<file path="config.mk">
export PLATFORM = sky130hd
export DESIGN_NAME = ram_2rw_port_ctrl_flat
export DESIGN_NICKNAME = d
export VERILOG_FILES = /design/src/rtl/ram_2rw_port_ctrl_if.sv /design/src/rtl/ram_2rw_port_ctrl.sv /design/src/flat_wrapper.sv
export SDC_FILE = /design/constraint.sdc
export NUM_CORES = 1
export LEC_CHECK = 0
export BUFFER_PORTS_ARGS = -buffer_cell sky130_fd_sc_hd__buf_4
export CAP_MARGIN = 20
export CORE_AREA = 2 2 120 122
export CTS_CLUSTER_SIZE = 20
export DETAILED_ROUTE_END_ITERATION = 8
export DIE_AREA = 0 0 122 124
export MAX_ROUTING_LAYER = met4
export PLACE_DENSITY = 0.76
export SYNTH_ARGS = -nofsm -noshare
export SYNTH_HDL_FRONTEND = slang
export SYNTH_SLANG_ARGS = --single-unit
export TNS_END_PERCENT = 1
</file>
<file path="constraint.sdc">
create_clock -name clk_i -period 5.4 [get_ports clk_i]
set_clock_uncertainty 0.2 [all_clocks]
set_input_delay 0.54 -clock clk_i [delete_from_list [all_inputs] [get_ports clk_i]]
set_output_delay 0.54 -clock clk_i [all_outputs]
set_load 0.005 [all_outputs]
</file>
<file path="src/rtl/ram_2rw_port_ctrl_if.sv">
// rtl/ram_2rw_port_ctrl_if.sv - per-client request/response and RAM-port bundle
//
// Purpose: groups one client's request stream, its response stream and the
//   matching RAM port into a single interface. One instance per client/port.
// Signals:
//   req_v/req_w/req_addr/req_data/req_mask  client request (write = req_w)
//   req_rdy                                 request accepted when req_v & req_rdy
//   resp_v/resp_data/resp_rdy               read response, popped when resp_v & resp_rdy
//   ram_v/ram_w/ram_addr/ram_w_data/ram_w_mask  RAM port drive
//   ram_r_data                              RAM read data, valid the cycle after a read issue
// Modports:
//   master  client + RAM side (drives requests, resp_rdy and RAM read data)
//   slave   the controller
interface ram_2rw_port_ctrl_if #(
  parameter int width_p = 32,
  parameter int els_p   = 64
);
  localparam int addr_width_lp = (els_p > 1) ? $clog2(els_p) : 1;
  localparam int mask_width_lp = width_p / 8;

  logic                     req_v;
  logic                     req_w;
  logic [addr_width_lp-1:0] req_addr;
  logic [width_p-1:0]       req_data;
  logic [mask_width_lp-1:0] req_mask;
  logic                     req_rdy;

  logic                     resp_v;
  logic [width_p-1:0]       resp_data;
  logic                     resp_rdy;

  logic                     ram_v;
  logic                     ram_w;
  logic [addr_width_lp-1:0] ram_addr;
  logic [width_p-1:0]       ram_w_data;
  logic [mask_width_lp-1:0] ram_w_mask;
  logic [width_p-1:0]       ram_r_data;

  modport master (
    output req_v, req_w, req_addr, req_data, req_mask, resp_rdy, ram_r_data,
    input  req_rdy, resp_v, resp_data, ram_v, ram_w, ram_addr, ram_w_data, ram_w_mask
  );

  modport slave (
    input  req_v, req_w, req_addr, req_data, req_mask, resp_rdy, ram_r_data,
    output req_rdy, resp_v, resp_data, ram_v, ram_w, ram_addr, ram_w_data, ram_w_mask
  );
endinterface

</file>
<file path="src/rtl/ram_2rw_port_ctrl.sv">
// rtl/ram_2rw_port_ctrl.sv - two-client controller for a 2-port byte-masked RAM
//
// Purpose: issues client c0/c1 requests onto RAM ports 0/1, stalling the
//   same-address write/write and write/read combinations the RAM leaves
//   undefined (c0 wins write/write), and captures each port's read data into
//   a 2-entry response FIFO. Read issue is gated by a credit so the FIFO can
//   never overflow, while still sustaining one read per cycle per port.
// Ports:
//   clk_i      clock, all logic on posedge
//   reset_n_i  asynchronous active-low reset
//   c0, c1     ram_2rw_port_ctrl_if.slave, client N request/response + RAM port N
module ram_2rw_port_ctrl #(
  parameter int width_p = 32,
  parameter int els_p   = 64
) (
  input logic                 clk_i,
  input logic                 reset_n_i,
  ram_2rw_port_ctrl_if.slave  c0,
  ram_2rw_port_ctrl_if.slave  c1
);

  logic       same;
  logic       c0_wr_same;
  logic       c1_wr_same;
  logic [1:0] req_v;
  logic [1:0] req_w;
  logic [1:0] req_rdy;
  logic [1:0] resp_rdy;
  logic [1:0] resp_v;
  logic [1:0] pop;
  logic [1:0] push;
  logic [1:0] credit;
  logic [1:0] issue_rd;
  logic [width_p-1:0] r_data [2];
  logic [2:0] need [2];

  logic [1:0]         occ_q      [2];
  logic [1:0]         occ_d      [2];
  logic [1:0]         inflight_q;
  logic [1:0]         inflight_d;
  logic [1:0]         rd_ptr_q;
  logic [1:0]         rd_ptr_d;
  logic [1:0]         wr_ptr_q;
  logic [1:0]         wr_ptr_d;
  logic [width_p-1:0] fifo_q     [2][2];
  logic [width_p-1:0] fifo_d     [2][2];

  assign same       = (c0.req_addr == c1.req_addr);
  assign c0_wr_same = c0.req_v & c0.req_w & same;
  assign c1_wr_same = c1.req_v & c1.req_w & same;

  assign req_v     = {c1.req_v, c0.req_v};
  assign req_w     = {c1.req_w, c0.req_w};
  assign resp_rdy  = {c1.resp_rdy, c0.resp_rdy};
  assign r_data[0] = c0.ram_r_data;
  assign r_data[1] = c1.ram_r_data;

  assign resp_v[0] = (occ_q[0] != 2'd0);
  assign resp_v[1] = (occ_q[1] != 2'd0);
  assign pop       = resp_v & resp_rdy;
  assign push      = inflight_q;

  // Outstanding = stored + in flight - leaving this cycle; a new read may
  // issue only if a slot will still be free when its data lands.
  always_comb begin
    need = '{default: '0};
    for (int n = 0; n < 2; n++) begin
      need[n]   = {1'b0, occ_q[n]} + {2'b0, inflight_q[n]} - {2'b0, pop[n]};
      credit[n] = (need[n] < 3'd2);
    end
  end

  // Writes never need credit. c0 is never blocked by a c1 write on a write,
  // which gives c0 priority in the write/write case. Nothing is accepted
  // while reset is held so the RAM sees no enables then.
  assign req_rdy[0] = reset_n_i & (c0.req_w | (credit[0] & ~c1_wr_same));
  assign req_rdy[1] = reset_n_i & ~c0_wr_same & (c1.req_w | credit[1]);

  assign issue_rd = req_v & req_rdy & ~req_w;

  always_comb begin
    occ_d      = occ_q;
    inflight_d = issue_rd;
    rd_ptr_d   = rd_ptr_q;
    wr_ptr_d   = wr_ptr_q;
    fifo_d     = fifo_q;
    for (int n = 0; n < 2; n++) begin
      if (push[n]) begin
        fifo_d[n][wr_ptr_q[n]] = r_data[n];
        wr_ptr_d[n]            = ~wr_ptr_q[n];
      end
      if (pop[n]) begin
        rd_ptr_d[n] = ~rd_ptr_q[n];
      end
      occ_d[n] = occ_q[n] + {1'b0, push[n]} - {1'b0, pop[n]};
    end
  end

  always_ff @(posedge clk_i or negedge reset_n_i) begin
    if (!reset_n_i) begin
      occ_q      <= '{default: '0};
      inflight_q <= '0;
      rd_ptr_q   <= '0;
      wr_ptr_q   <= '0;
    end else begin
      occ_q      <= occ_d;
      inflight_q <= inflight_d;
      rd_ptr_q   <= rd_ptr_d;
      wr_ptr_q   <= wr_ptr_d;
    end
  end

  // Payload storage needs no reset; occupancy alone decides validity.
  always_ff @(posedge clk_i) begin
    fifo_q <= fifo_d;
  end

  assign c0.req_rdy    = req_rdy[0];
  assign c0.resp_v     = resp_v[0];
  assign c0.resp_data  = fifo_q[0][rd_ptr_q[0]];
  assign c0.ram_v      = req_v[0] & req_rdy[0];
  assign c0.ram_w      = c0.req_w;
  assign c0.ram_addr   = c0.req_addr;
  assign c0.ram_w_data = c0.req_data;
  assign c0.ram_w_mask = c0.req_mask;

  assign c1.req_rdy    = req_rdy[1];
  assign c1.resp_v     = resp_v[1];
  assign c1.resp_data  = fifo_q[1][rd_ptr_q[1]];
  assign c1.ram_v      = req_v[1] & req_rdy[1];
  assign c1.ram_w      = c1.req_w;
  assign c1.ram_addr   = c1.req_addr;
  assign c1.ram_w_data = c1.req_data;
  assign c1.ram_w_mask = c1.req_mask;

  logic [31:0] addr0_ext;
  logic [31:0] addr1_ext;
  assign addr0_ext = 32'(c0.req_addr);
  assign addr1_ext = 32'(c1.req_addr);

  a_addr0_range: assert property (@(posedge clk_i) disable iff (!reset_n_i)
    c0.ram_v |-> (addr0_ext < 32'(els_p)));
  a_addr1_range: assert property (@(posedge clk_i) disable iff (!reset_n_i)
    c1.ram_v |-> (addr1_ext < 32'(els_p)));
  a_no_ww_same: assert property (@(posedge clk_i) disable iff (!reset_n_i)
    !(c0.ram_v & c1.ram_v & c0.ram_w & c1.ram_w & same));
  a_no_wr_same: assert property (@(posedge clk_i) disable iff (!reset_n_i)
    !(c0.ram_v & c1.ram_v & (c0.ram_w ^ c1.ram_w) & same));
  a_no_push_full0: assert property (@(posedge clk_i) disable iff (!reset_n_i)
    !(push[0] & (occ_q[0] == 2'd2)));
  a_no_push_full1: assert property (@(posedge clk_i) disable iff (!reset_n_i)
    !(push[1] & (occ_q[1] == 2'd2)));

endmodule

</file>
<file path="src/flat_wrapper.sv">
// flat-port wrapper written by rule: the top's interface ports become plain ports
module ram_2rw_port_ctrl_flat 
#(
  parameter int width_p = 32,
  parameter int els_p   = 64
)
  (clk_i, reset_n_i, c0_req_v, c0_req_w, c0_req_addr, c0_req_data, c0_req_mask, c0_resp_rdy, c0_ram_r_data, c0_req_rdy, c0_resp_v, c0_resp_data, c0_ram_v, c0_ram_w, c0_ram_addr, c0_ram_w_data, c0_ram_w_mask, c1_req_v, c1_req_w, c1_req_addr, c1_req_data, c1_req_mask, c1_resp_rdy, c1_ram_r_data, c1_req_rdy, c1_resp_v, c1_resp_data, c1_ram_v, c1_ram_w, c1_ram_addr, c1_ram_w_data, c1_ram_w_mask);
  ram_2rw_port_ctrl_if #(.width_p(width_p), .els_p(els_p)) c0_i ();
  ram_2rw_port_ctrl_if #(.width_p(width_p), .els_p(els_p)) c1_i ();
  input logic clk_i;
  input logic reset_n_i;
  input wire logic [$bits(c0_i.req_v)-1:0] c0_req_v;
  input wire logic [$bits(c0_i.req_w)-1:0] c0_req_w;
  input wire logic [$bits(c0_i.req_addr)-1:0] c0_req_addr;
  input wire logic [$bits(c0_i.req_data)-1:0] c0_req_data;
  input wire logic [$bits(c0_i.req_mask)-1:0] c0_req_mask;
  input wire logic [$bits(c0_i.resp_rdy)-1:0] c0_resp_rdy;
  input wire logic [$bits(c0_i.ram_r_data)-1:0] c0_ram_r_data;
  output wire logic [$bits(c0_i.req_rdy)-1:0] c0_req_rdy;
  output wire logic [$bits(c0_i.resp_v)-1:0] c0_resp_v;
  output wire logic [$bits(c0_i.resp_data)-1:0] c0_resp_data;
  output wire logic [$bits(c0_i.ram_v)-1:0] c0_ram_v;
  output wire logic [$bits(c0_i.ram_w)-1:0] c0_ram_w;
  output wire logic [$bits(c0_i.ram_addr)-1:0] c0_ram_addr;
  output wire logic [$bits(c0_i.ram_w_data)-1:0] c0_ram_w_data;
  output wire logic [$bits(c0_i.ram_w_mask)-1:0] c0_ram_w_mask;
  input wire logic [$bits(c1_i.req_v)-1:0] c1_req_v;
  input wire logic [$bits(c1_i.req_w)-1:0] c1_req_w;
  input wire logic [$bits(c1_i.req_addr)-1:0] c1_req_addr;
  input wire logic [$bits(c1_i.req_data)-1:0] c1_req_data;
  input wire logic [$bits(c1_i.req_mask)-1:0] c1_req_mask;
  input wire logic [$bits(c1_i.resp_rdy)-1:0] c1_resp_rdy;
  input wire logic [$bits(c1_i.ram_r_data)-1:0] c1_ram_r_data;
  output wire logic [$bits(c1_i.req_rdy)-1:0] c1_req_rdy;
  output wire logic [$bits(c1_i.resp_v)-1:0] c1_resp_v;
  output wire logic [$bits(c1_i.resp_data)-1:0] c1_resp_data;
  output wire logic [$bits(c1_i.ram_v)-1:0] c1_ram_v;
  output wire logic [$bits(c1_i.ram_w)-1:0] c1_ram_w;
  output wire logic [$bits(c1_i.ram_addr)-1:0] c1_ram_addr;
  output wire logic [$bits(c1_i.ram_w_data)-1:0] c1_ram_w_data;
  output wire logic [$bits(c1_i.ram_w_mask)-1:0] c1_ram_w_mask;
  assign c0_i.req_v = c0_req_v;
  assign c0_i.req_w = c0_req_w;
  assign c0_i.req_addr = c0_req_addr;
  assign c0_i.req_data = c0_req_data;
  assign c0_i.req_mask = c0_req_mask;
  assign c0_i.resp_rdy = c0_resp_rdy;
  assign c0_i.ram_r_data = c0_ram_r_data;
  assign c0_req_rdy = c0_i.req_rdy;
  assign c0_resp_v = c0_i.resp_v;
  assign c0_resp_data = c0_i.resp_data;
  assign c0_ram_v = c0_i.ram_v;
  assign c0_ram_w = c0_i.ram_w;
  assign c0_ram_addr = c0_i.ram_addr;
  assign c0_ram_w_data = c0_i.ram_w_data;
  assign c0_ram_w_mask = c0_i.ram_w_mask;
  assign c1_i.req_v = c1_req_v;
  assign c1_i.req_w = c1_req_w;
  assign c1_i.req_addr = c1_req_addr;
  assign c1_i.req_data = c1_req_data;
  assign c1_i.req_mask = c1_req_mask;
  assign c1_i.resp_rdy = c1_resp_rdy;
  assign c1_i.ram_r_data = c1_ram_r_data;
  assign c1_req_rdy = c1_i.req_rdy;
  assign c1_resp_v = c1_i.resp_v;
  assign c1_resp_data = c1_i.resp_data;
  assign c1_ram_v = c1_i.ram_v;
  assign c1_ram_w = c1_i.ram_w;
  assign c1_ram_addr = c1_i.ram_addr;
  assign c1_ram_w_data = c1_i.ram_w_data;
  assign c1_ram_w_mask = c1_i.ram_w_mask;
  ram_2rw_port_ctrl #(.width_p(width_p), .els_p(els_p)) u_core (.clk_i(clk_i), .reset_n_i(reset_n_i), .c0(c0_i), .c1(c1_i));
endmodule
</file>
## After elaboration in Yosys (flattened, before gate mapping)

Cells that the tools add are included.

| cells by class | value |
|---|---|
| $mul | 0 |
| equality and inequality tests | 1 |
| add/sub/neg operators | 8 |
| shift operators | 0 |
| order comparisons | 8 |
| multiplexer cells | 12 |
| reduce and logical (&&, ||, !) cells | 4 |
| divide/modulo/power cells | 0 |
| bitwise operators | 26 |

Operators with widths:

| cell | number |
|---|---|
| 32-bit two-way mux | 8 |
| 64-bit bitwise mux | 2 |
| 32-bit demux with 1-bit select | 2 |
| 1-bit AND | 10 |
| 2-bit greater-or-equal comparator (second input constant) | 4 |
| 1-bit NOT with 2-bit output | 4 |
| 2-bit by 1-bit adder with 3-bit output | 2 |
| 2-bit AND | 3 |
| 6-bit equality test | 1 |
| 3-bit by 2-bit < comparator with 1-bit output (second input constant) | 2 |
| 1-bit NOT | 6 |
| 3-bit by 1-bit subtractor with 3-bit output | 2 |
| 2-bit by 1-bit adder with 2-bit output | 2 |
| 2-bit by 1-bit < comparator with 1-bit output (second input constant) | 2 |
| 2-bit nonzero test | 2 |
| 2-bit by 1-bit subtractor with 2-bit output | 2 |
| 1-bit logical AND | 2 |
| 2-bit NOT | 1 |
| 1-bit bitwise OR | 2 |

| word-level totals | value |
|---|---|
| logic and storage cells | 70 |
| latch bits | 0 |
| output and inout port bits | 156 |
| bits in writable memories | 0 |
| input bits | 156 |
| memories | 0 |
| register bits after elaboration | 138 |
| ROM bits | 0 |

## Longest topological paths before layout

Gate-level depths: netlist of the first run.

| logic depth | value |
|---|---|
| depth in word-level cells | 9 |
| gate-level depth with buffers | 11 |

## Worst setup path before layout of the first run

No wires, ideal clock.

| timing path | value |
|---|---|
| path type | reg2out |
| from | register u_core.occ_q[1] (netlist name) |
| to | output port c1_req_rdy |
| stages on the path, launching flop included | 11 |
| path slack | 2.446 ns |
| data arrival time | 2.214 ns |
| path through | dfrtp_1 > or2_2 > and2_1 > ha_1 > inv_1 > ha_1 > inv_1 > fa_1 > xnor2_1 > a21oi_1 > nor3b_1 |

| between the ends | value |
|---|---|
| word-level cells in the longest chain between the ends | 6 |

RTL lines:

| what | line | text |
|---|---|---|
| start, declared | ram_2rw_port_ctrl.sv:37 | `logic [1:0] occ_q [2];` |
| start signal, assigned | ram_2rw_port_ctrl.sv:101 | `occ_q <= '{default: '0};` |
| start signal, assigned | ram_2rw_port_ctrl.sv:106 | `occ_q <= occ_d;` |
| 2-bit nonzero test | ram_2rw_port_ctrl.sv:59 | `assign resp_v[1] = (occ_q[1] != 2'd0);` |
| via c1_resp_v | flat_wrapper.sv:35 | `output wire logic [$bits(c1_i.resp_v)-1:0] c1_resp_v;` |
| 2-bit AND | ram_2rw_port_ctrl.sv:60 | `assign pop = resp_v & resp_rdy;` |
| via u_core.pop[1] | ram_2rw_port_ctrl.sv:30 | `logic [1:0] pop;` |
| 3-bit by 1-bit subtractor with 3-bit output | ram_2rw_port_ctrl.sv:68 | `need[n] = {1'b0, occ_q[n]} + {2'b0, inflight_q[n]} - {2'b0, pop[n]};` |
| 3-bit by 2-bit < comparator with 1-bit output | ram_2rw_port_ctrl.sv:69 | `credit[n] = (need[n] < 3'd2);` |
| 1-bit bitwise OR | ram_2rw_port_ctrl.sv:77 | `assign req_rdy[1] = reset_n_i & ~c0_wr_same & (c1.req_w \| credit[1]);` |
| 1-bit AND | ram_2rw_port_ctrl.sv:77 |  |
| end, declared | flat_wrapper.sv:34 | `output wire logic [$bits(c1_i.req_rdy)-1:0] c1_req_rdy;` |

The timed path passes the listed nets, and every way through them passes these cells.

## Worst setup path after layout of the first run

| timing path | value |
|---|---|
| from | register u_core.occ_q[1] (netlist name) |
| to | output port c1_req_rdy |

| between the ends | value |
|---|---|
| word-level cells in the longest chain between the ends | 6 |

RTL lines:

| what | line |
|---|---|
| 2-bit nonzero test | ram_2rw_port_ctrl.sv:59 |
| 2-bit AND | ram_2rw_port_ctrl.sv:60 |
| via u_core.pop[1] | ram_2rw_port_ctrl.sv:30 |
| 3-bit by 1-bit subtractor with 3-bit output | ram_2rw_port_ctrl.sv:68 |
| 3-bit by 2-bit < comparator with 1-bit output | ram_2rw_port_ctrl.sv:69 |
| 1-bit bitwise OR | ram_2rw_port_ctrl.sv:77 |
| 1-bit AND | ram_2rw_port_ctrl.sv:77 |

The timed path passes the listed nets, and every way through them passes these cells.

==> results.py, run 1 <==
metrics = {
    "critical_path": {
        "r2r_setup_slack_ns": 2.84,
        "start_kind": "register",
        "cp_num_buf_inv": 3,
        "worst_setup_path_end_kind": "output port",
        "max_stage_delay_ns": 0.42,
        "crit_required_ns": 4.66,
        "critPathSlowestCell": "dfrtp_1",
        "worstSetupPathType": "reg2out",
        "cp_top_family": "adder cells",
        "crit_arrival_ns": 2.87,
        "cp_max_fo": 3,
        "crit_chain": "or2_2, and2_1, ha_1, inv_1, ha_1, inv_1, fa_1, xnor2_1, a21oi_1, nor3b_1, buf_4",
    },
    "sta": {
        "hold_ws_ns": 0.109,
        "grt_setup_unrepaired": "false",
        "setup-tns-final_ns": 0,
        "max_freq_mhz": 277,
        "slew_viol_final": 0,
        "hold_viol_final": 0,
        "fin_crit_ns": 3.61,
        "period_share_pct": 66.8,
        "tightest_slew_ns": 0.998,
        "slew_headroom_pct": 33.3,
        "setup_viol": 0,
        "worst_slack_ns": 1.79,
    },
    "synthesis": {
        "ys_seq_area_share_pct": 69.6,
        "ys_async_sr_fraction_pct": 7.25,
        "ys_types": 22,
        "syn_inst": 349,
        "ys.flop_type": "edfxtp_1",
        "synth_nets": 511,
        "synth_enable_flop_cells": 128,
        "netlist_area_sq_um": 5880,
        "ys_ff_latch": 138,
        "synth_area_per_cell_sq_um": 16.8,
        "yosysWarningCount": 0,
    },
    "run": {
        "cap_violations": 0,
    },
    "die": {
        "fp.dieArea_sq_um": 15100,
        "core_sq_um": 13700,
        "io_pins": 312,
        "dieHeight_um": 124,
        "num_rows": 43,
        "initial_utilization_pct": 42.8,
        "die_w_um": 122,
    },
    "grt": {
        "antenna_found_initial": 0,
        "grt_pass1_wl_um": 15800,
        "grt_pass1_vias": 3136,
        "grt_max_degree": 33,
        "grt.total_usage_pct": 14.8,
        "overflow": 0,
    },
    "pwr": {
        "power_frac_seq_pct": 39.0,
        "power.switching_mw": 0.821,
        "vdd_drop_max_mv": 0.297,
        "power.density_nw_per_um2": 455,
        "p_clk_share_pct": 35.9,
        "p_int_mw": 2.53,
        "combPwrFrac_pct": 25.1,
        "power_leakage_nw": 2.83,
        "p_sw_share_pct": 24.5,
    },
    "routing": {
        "wl_per_cell_um": 16.9,
        "route.vias.total": 3020,
        "drc": 0,
        "ant_nets": 0,
        "viasPerCell": 4.72,
        "dr.pass1.iters": 4,
        "routed_wirelength_um": 10800,
        "drtIter0Drc": 163,
    },
    "layout": {
        "diodes": 0,
        "regArea_sq_um": 4090,
        "syn_to_final_growth_pct": 25.1,
        "multi_input_area_sq_um": 1080,
        "fillers": 1120,
        "nNetsFinal": 609,
        "utilization_pct": 53.6,
        "drive_gt1_share_pct": 59.1,
        "fin_cells": 640,
    },
    "placed_design": {
        "portBuffers": 167,
        "gp_congestion": 0.855,
        "hpwl_um": 7570,
        "dp_slack_ns": 2.25,
        "dp.cells": 607,
    },
    "clocking": {
        "clk_path_buf_depth": 2,
        "cts.sinks": 138,
        "cts-root-buf": "clkbuf_16",
        "cts_setup_buffers": 0,
        "htreeDepth": 4,
        "cts_tree": "built",
        "clkLatencyLatePin_ns": 0.41,
        "cts.clk_slew.worst_paths_ns": 0.06,
        "cts_made_buffers": 17,
    },
    "min_path": {
        "hold_path.class": "in2reg",
    },
    "outcome": {
        "status": "finished, final reports clean",
    },
}
## area by class of cell
class | instances | share of cell area, %
Sequential cell | 138 | 55.7
Inverter | 8 | 0.408
Clock inverter | 15 | 2.69
Multi-Input combinational cell | 109 | 14.7
Timing Repair Buffer | 173 | 17.7
Tap cell | 180 | 3.06
Clock buffer | 17 | 5.79
## registers in the layout (all words and copies together), names as in the netlist
register / count
u_core.rd_ptr_q: 2
u_core.wr_ptr_q: 2
u_core.occ_q: 4
u_core.inflight_q: 2
u_core.fifo_q: 128
## synth_stat cells (all sizes together) (4+ instances only)
| master | count | share of area [%] |
|---|---|---|
| nor3 | 4 | 0.34 |
| inv | 8 | 0.51 |
| mux2 | 64 | 12 |
| nand2 | 7 | 0.45 |
| ha | 4 | 0.85 |
| dfrtp | 10 | 4.3 |
| xor2 | 4 | 0.60 |
| and2 | 4 | 0.43 |
| xnor2 | 8 | 1.2 |
| buf | 94 | 12 |
| edfxtp | 128 | 65 |
## power by group through the flow
stage	logic [mW]	clock network, mW	registers (mW)
floorplan	0.516	0	1.31
global placement	0.836	0	1.32
detailed placement	0.850	0	1.33
CTS	0.860	1.23	1.31
global route	0.919	1.28	1.31
finish	0.840	1.20	1.31
## layer usage
layer	wire (um)	part of all wire, %	track usage (%)	vias up
met5	0	0	-	-
met4	171	1.6	6.11	0
met3	1150	11	8.06	32
met2	5320	49	23.4	171
met1	4160	39	15.4	1447
li1	-	-	-	1370
## through the flow
step / power [mW] / area, sq um
finish: 3.35 / 7350
floorplan: 1.83 / 5880
CTS: 3.40 / 7350
detailed placement: 2.18 / 6720
global route: 3.51 / 7350
global placement: 2.16 / 6720
## logic make-up (layout without fill, tap and decap cells)
group / Yosys count / in the layout / synth area share (%)
flip-flops: 138 / 138 / 69.6
buffers and inverters: 102 / 213 / 12.2
multiplexers: 64 / 64 / 12.3
AND/OR/NAND/NOR: 26 / 26 / 2.51
XOR/XNOR: 12 / 12 / 1.79
adder cells (fa/ha/maj): 6 / 6 / 1.53
AO/OA/AOI/OAI: 1 / 1 / 0.0851
## layout by cell type, fill, tap and decap left out, drive strengths merged, types with 3 or more instances in the layout
cell type,n
buf,172
edfxtp,128
mux2,64
clkbuf,17
dfrtp,10
inv,10
xnor2,8
nand2,7
clkinv,6
and2,4
nor3,4
xor2,4
ha,4
bufinv,4
clkinvlp,3
## final timing paths
check	start	endpoint	cells past startpoint
max in group asynchronous	reset_n_i	u_core.rd_ptr_q[0]	2
min	c0_ram_r_data[2]	u_core.fifo_q[66]	1
min in group asynchronous	reset_n_i	u_core.wr_ptr_q[1]	2
min reg2reg	u_core.rd_ptr_q[1]	u_core.rd_ptr_q[1]	1
max reg2reg	u_core.occ_q[1]	u_core.inflight_q[1]	10
max	u_core.occ_q[1]	c1_req_rdy	11
## what timing repair did
action	4_1_cts	5_1_grt
gates resized for setup	0	0
hold endpoints to repair	10	0
hold buffers	1	0
Note: power is estimated with default switching activity, not from simulation.
==> run 2: changes to the inputs <==
CORE_AREA = 2 2 121 123   (was 2 2 120 122)
DIE_AREA = 0 0 123 125   (was 0 0 122 124)
PLACE_DENSITY = 0.75   (was 0.76)
clock period = 3.5 ns   (was 5.4 ns; I/O delays follow)
==> results.py, run 2 (synthesized netlist as in run 1, its figures left out) <==
metrics = {
    "clocking": {
        "clkLatencyLatePin_ns": 0.41,
        "cts_tree": "built",
        "cts_made_buffers": 17,
        "cts.clk_slew.worst_paths_ns": 0.06,
        "cts.sinks": 138,
        "cts-root-buf": "clkbuf_16",
        "clk_path_buf_depth": 2,
        "htreeDepth": 4,
    },
    "placed_design": {
        "gp_congestion": 0.770,
        "hpwl_um": 7380,
        "portBuffers": 167,
    },
    "die": {
        "core_sq_um": 14200,
        "fp.dieArea_sq_um": 15400,
        "die_w_um": 123,
        "dieHeight_um": 125,
        "initial_utilization_pct": 41.4,
        "num_rows": 44,
        "io_pins": 312,
    },
    "pwr": {
        "power_leakage_nw": 3.09,
        "combPwrFrac_pct": 27.5,
        "p_clk_share_pct": 33.6,
        "power.switching_mw": 1.33,
        "power.density_nw_per_um2": 645,
        "total_power_mw": 5.17,
        "vdd_drop_max_mv": 0.491,
        "power_frac_seq_pct": 38.9,
        "p_sw_share_pct": 25.7,
        "p_int_mw": 3.84,
    },
    "sta": {
        "slew_headroom_pct": 36.9,
        "hold_viol_final": 0,
        "setup_viol": 0,
        "tightest_slew_ns": 0.944,
        "slew_viol_final": 0,
        "period_share_pct": 95.6,
        "fin_crit_ns": 3.35,
        "hold_ws_ns": 0.0286,
        "setup-tns-final_ns": 0,
        "grt_setup_unrepaired": "false",
        "max_freq_mhz": 299,
    },
    "layout": {
        "syn_to_final_growth_pct": 36.3,
        "reg_top3": "u_core.fifo_q (128), u_core.occ_q (4)",
        "fillers": 1092,
        "drive_gt1_share_pct": 52.1,
        "final_common_cell": "buf_4",
        "max_flop_register": "u_core.fifo_q",
        "nNetsFinal": 677,
        "utilization_pct": 56.4,
        "diodes": 0,
        "largest_register_ff_count": 128,
        "final_cell_mix": "buf_4, edfxtp_1, dlygate4sd3_1",
    },
    "min_path": {
        "hold_path.class": "in2reg",
    },
    "routing": {
        "viasPerCell": 4.62,
        "drtIter0Drc": 176,
        "ant_nets": 0,
        "route.vias.total": 3286,
        "wl_per_cell_um": 16.5,
        "dr.pass1.iters": 7,
        "drc": 0,
        "routed_wirelength_um": 11700,
    },
    "critical_path": {
        "crit_path_end": "c1_ram_v",
        "r2r-end": "u_core.inflight_q[1]",
        "crit_arrival_ns": 2.80,
        "crit_chain": "or2_2, and2_1, ha_1, inv_1, ha_1, inv_1, fa_2, xnor2_2, a21oi_2, nor3_1, buf_4",
        "start_kind": "register",
        "max_stage_delay_ns": 0.41,
        "crit_required_ns": 2.95,
        "regToRegStartpoint": "u_core.occ_q[1]",
        "cp_max_fo": 3,
        "worst_setup_path_end_kind": "output port",
        "r2r_setup_slack_ns": 0.93,
        "critPathSlowestCell": "dfrtp_2",
        "crit_start": "u_core.occ_q[1]",
        "r2r_cells": 10,
        "worstSetupPathType": "reg2out",
    },
    "grt": {
        "antenna_found_initial": 0,
        "grt_pass1_wl_um": 17800,
        "overflow": 0,
        "grt_pass1_vias": 3614,
        "grt.total_usage_pct": 15.8,
        "grt_max_degree": 34,
    },
    "outcome": {
        "status": "finished, final reports clean",
    },
    "run": {
        "cap_violations": 0,
    },
}
[run 2: changes by cell type in the layout (fill, tap and decap cells not counted), sizes merged]
cell	previous run	this run
clkbuf	17	19
dlygate4sd3	1	68
bufinv	4	2
inv	10	12
clkinvlp	3	5
clkinv	6	2
buf	172	173
[run 2: metal layers]
layer	vias up	global-route usage [%]	wire, um
li1	1510	-	-
met1	1557	16.6	4460
met2	177	25.9	5900
met3	42	6.52	1070
met4	0	6.62	297
met5	-	-	0
[run 2: worst max-delay path, delay by kind of cell, from the launching register on]
family / cells / cell delay (ns)
flops: 1 / 0.41
buf+inv: 3 / 0.25
simple gates: 3 / 0.66
compound gates: 1 / 0.10
fa+ha+maj: 3 / 0.75
xor+xnor: 1 / 0.21
[run 2: power by group through the flow]
stage / clock network (mW) / logic [mW] / registers [mW]
after floorplan: 0 / 0.797 / 2.03
after global placement: 0 / 1.29 / 2.04
after detailed placement: 0 / 1.32 / 2.05
after CTS: 1.77 / 1.39 / 2.01
after global routing: 1.85 / 1.56 / 2.03
final: 1.74 / 1.42 / 2.01
[run 2: final cells by class]
class	count	area, sq um	area share [%]
Sequential cell	138	4100	51.1
Clock inverter	13	144	1.80
Tap cell	184	230	2.87
Inverter	8	30.0	0.375
Multi-Input combinational cell	109	1100	13.8
Clock buffer	19	433	5.40
Timing Repair Buffer	241	1980	24.7
[run 2: worst min path at each step]
stage               from                    to  slack (ns)  cells after the start
3_5_place_dp   reset_n_i    u_core.rd_ptr_q[1]       0.003                      1
3_3_place_gp   reset_n_i    u_core.rd_ptr_q[1]      0.0002                      1
4_1_cts         c0_req_v  u_core.inflight_q[0]       0.002                      3
2_1_floorplan  reset_n_i  u_core.inflight_q[0]       -0.15                      0
5_1_grt         c0_req_v  u_core.inflight_q[0]        0.02                      3
6_report        c0_req_v  u_core.inflight_q[0]        0.03                      3
[run 2: what timing repair did]
action	4_1_cts	5_1_grt
hold endpoints to repair	140	0
setup endpoints to repair	0	2
hold buffers	68	0
resized for setup	0	5
setup buffers	0	2
[run 2: metrics by stage]
step	cells	worst slack (ns)	cell area, sq um
after floorplan	349	0.736	5880
after global placement	610	0.599	6720
after detailed placement	610	0.510	6720
after CTS	710	0.0443	7980
after global routing	712	0.00408	8010
final	712	0.155	8010
==> run 3: changes to the inputs <==
MAX_ROUTING_LAYER = default   (was met4)
==> results.py, run 3 (synthesized netlist as in run 1, its figures left out) <==
metrics = {
    "pwr": {
        "power.switching_mw": 1.33,
        "total_power_mw": 5.17,
        "vdd_drop_max_mv": 0.484,
        "power.density_nw_per_um2": 645,
        "power_leakage_nw": 3.09,
        "combPwrFrac_pct": 27.5,
        "p_sw_share_pct": 25.7,
        "power_frac_seq_pct": 38.9,
        "p_clk_share_pct": 33.6,
        "p_int_mw": 3.84,
    },
    "outcome": {
        "status": "finished, final reports clean",
    },
    "grt": {
        "grt_pass1_wl_um": 17900,
        "grt_pass1_vias": 3603,
        "overflow": 0,
        "antenna_found_initial": 0,
        "grt_max_degree": 34,
        "grt.total_usage_pct": 15.4,
    },
    "layout": {
        "final_cell_mix": "buf_4, edfxtp_1, dlygate4sd3_1",
        "reg_top3": "u_core.fifo_q (128), u_core.occ_q (4)",
        "diodes": 0,
        "final_common_cell": "buf_4",
        "syn_to_final_growth_pct": 36.3,
        "fillers": 1092,
        "drive_gt1_share_pct": 52.1,
        "utilization_pct": 56.4,
        "max_flop_register": "u_core.fifo_q",
        "nNetsFinal": 677,
        "largest_register_ff_count": 128,
    },
    "routing": {
        "wl_per_cell_um": 16.4,
        "viasPerCell": 4.58,
        "ant_nets": 0,
        "drtIter0Drc": 172,
        "route.vias.total": 3263,
        "routed_wirelength_um": 11700,
        "dr.pass1.iters": 4,
        "drc": 0,
    },
    "min_path": {
        "hold_depth": 3,
        "hold_path.class": "in2reg",
        "hold-path-endpoint": "u_core.inflight_q[0]",
        "hp-start": "c0_req_v",
    },
    "die": {
        "core_sq_um": 14200,
        "io_pins": 312,
        "dieHeight_um": 125,
        "num_rows": 44,
        "fp.dieArea_sq_um": 15400,
        "initial_utilization_pct": 41.4,
        "die_w_um": 123,
    },
    "critical_path": {
        "r2r_setup_slack_ns": 0.93,
        "worstSetupPathType": "reg2out",
        "crit_required_ns": 2.95,
        "cp_max_fo": 3,
        "critPathSlowestCell": "dfrtp_2",
        "crit_arrival_ns": 2.79,
        "crit_chain": "or2_2, and2_1, ha_1, inv_1, ha_1, inv_1, fa_2, xnor2_2, a21oi_2, nor3_1, buf_4",
        "max_stage_delay_ns": 0.41,
        "worst_setup_path_end_kind": "output port",
        "r2r_cells": 10,
        "regToRegStartpoint": "u_core.occ_q[1]",
        "start_kind": "register",
        "r2r-end": "u_core.inflight_q[1]",
    },
    "clocking": {
        "cts_made_buffers": 17,
        "clkLatencyLatePin_ns": 0.41,
        "cts_tree": "built",
        "cts.sinks": 138,
        "htreeDepth": 4,
        "cts-root-buf": "clkbuf_16",
        "cts.clk_slew.worst_paths_ns": 0.06,
        "clk_path_buf_depth": 2,
    },
    "run": {
        "cap_violations": 0,
    },
    "sta": {
        "setup_viol": 0,
        "max_freq_mhz": 299,
        "grt_setup_unrepaired": "false",
        "hold_viol_final": 0,
        "tightest_slew_ns": 0.939,
        "setup-tns-final_ns": 0,
        "slew_viol_final": 0,
        "fin_crit_ns": 3.34,
        "slew_headroom_pct": 37.2,
        "period_share_pct": 95.6,
    },
    "placed_design": {
        "hpwl_um": 7380,
        "gp_congestion": 0.760,
        "portBuffers": 167,
    },
}
## run 3: cell counts in the layout (fill, tap and decap cells not counted)
No cell type changed its count.
## run 3: worst max-delay path: cells and delay by family (launching register included)
family                   cells  cell delay [ns]
XOR/XNOR                     1             0.21
AND/OR/NAND/NOR              3             0.66
buffers and inverters        3             0.25
adder cells (fa/ha/maj)      3             0.75
AO/OA/AOI/OAI                1             0.10
flip-flops                   1             0.41
## run 3: per-stage QoR
step | cell area, sq um | cells | hold slack, ns | setup slack (ns)
floorplan | 5880 | 349 | -0.146 | 0.736
global placement | 6720 | 610 | 0.000156 | 0.599
detailed placement | 6720 | 610 | 0.00337 | 0.510
CTS | 7980 | 710 | 0.00233 | 0.0443
global route | 8010 | 712 | 0.0238 | 0.00310
finish | 8010 | 712 | 0.0321 | 0.155
## run 3: power by group through the flow
| stage | clock, mW | sequential (mW) | combinational [mW] |
|---|---|---|---|
| 2_1_floorplan | 0 | 2.03 | 0.797 |
| 3_3_place_gp | 0 | 2.04 | 1.29 |
| 3_5_place_dp | 0 | 2.05 | 1.32 |
| 4_1_cts | 1.77 | 2.01 | 1.39 |
| 5_1_grt | 1.85 | 2.03 | 1.56 |
| 6_report | 1.74 | 2.01 | 1.42 |
## run 3: routing by layer
layer | global-route usage (%) | vias to the layer above | wire length [um]
met4 | 7.62 | 0 | 302
met1 | 16.2 | 1548 | 4430
met3 | 6.34 | 40 | 1050
met2 | 26.1 | 167 | 5920
met5 | 0 | - | 0
li1 | - | 1508 | -
## run 3: timing repair
| item | 4_1_cts | 5_1_grt |
|---|---|---|
| endpoints found under the setup margin | 0 | 2 |
| gates resized for setup | 0 | 5 |
| endpoints found under the hold margin | 140 | 0 |
| buffers inserted | 0 | 2 |
| hold buffers | 68 | 0 |
## run 3: worst max path at each step
stage | start | end | slack (ns) | cells after the start
finish | u_core.occ_q[1] | c1_ram_v | 0.16 | 11
global route | u_core.occ_q[1] | c1_ram_v | 0.003 | 11
CTS | u_core.occ_q[1] | c1_req_rdy | 0.04 | 11
detailed placement | u_core.occ_q[1] | c1_req_rdy | 0.51 | 11
global placement | u_core.occ_q[1] | c1_req_rdy | 0.60 | 11
floorplan | u_core.occ_q[1] | c1_req_rdy | 0.74 | 10
## run 3: area by class of cell
cell class	instances	area, sq um	area share, %
Clock buffer	19	433	5.40
Clock inverter	13	144	1.80
Inverter	8	30.0	0.375
Multi-Input combinational cell	109	1100	13.8
Sequential cell	138	4100	51.1
Tap cell	184	230	2.87
Timing Repair Buffer	241	1980	24.7
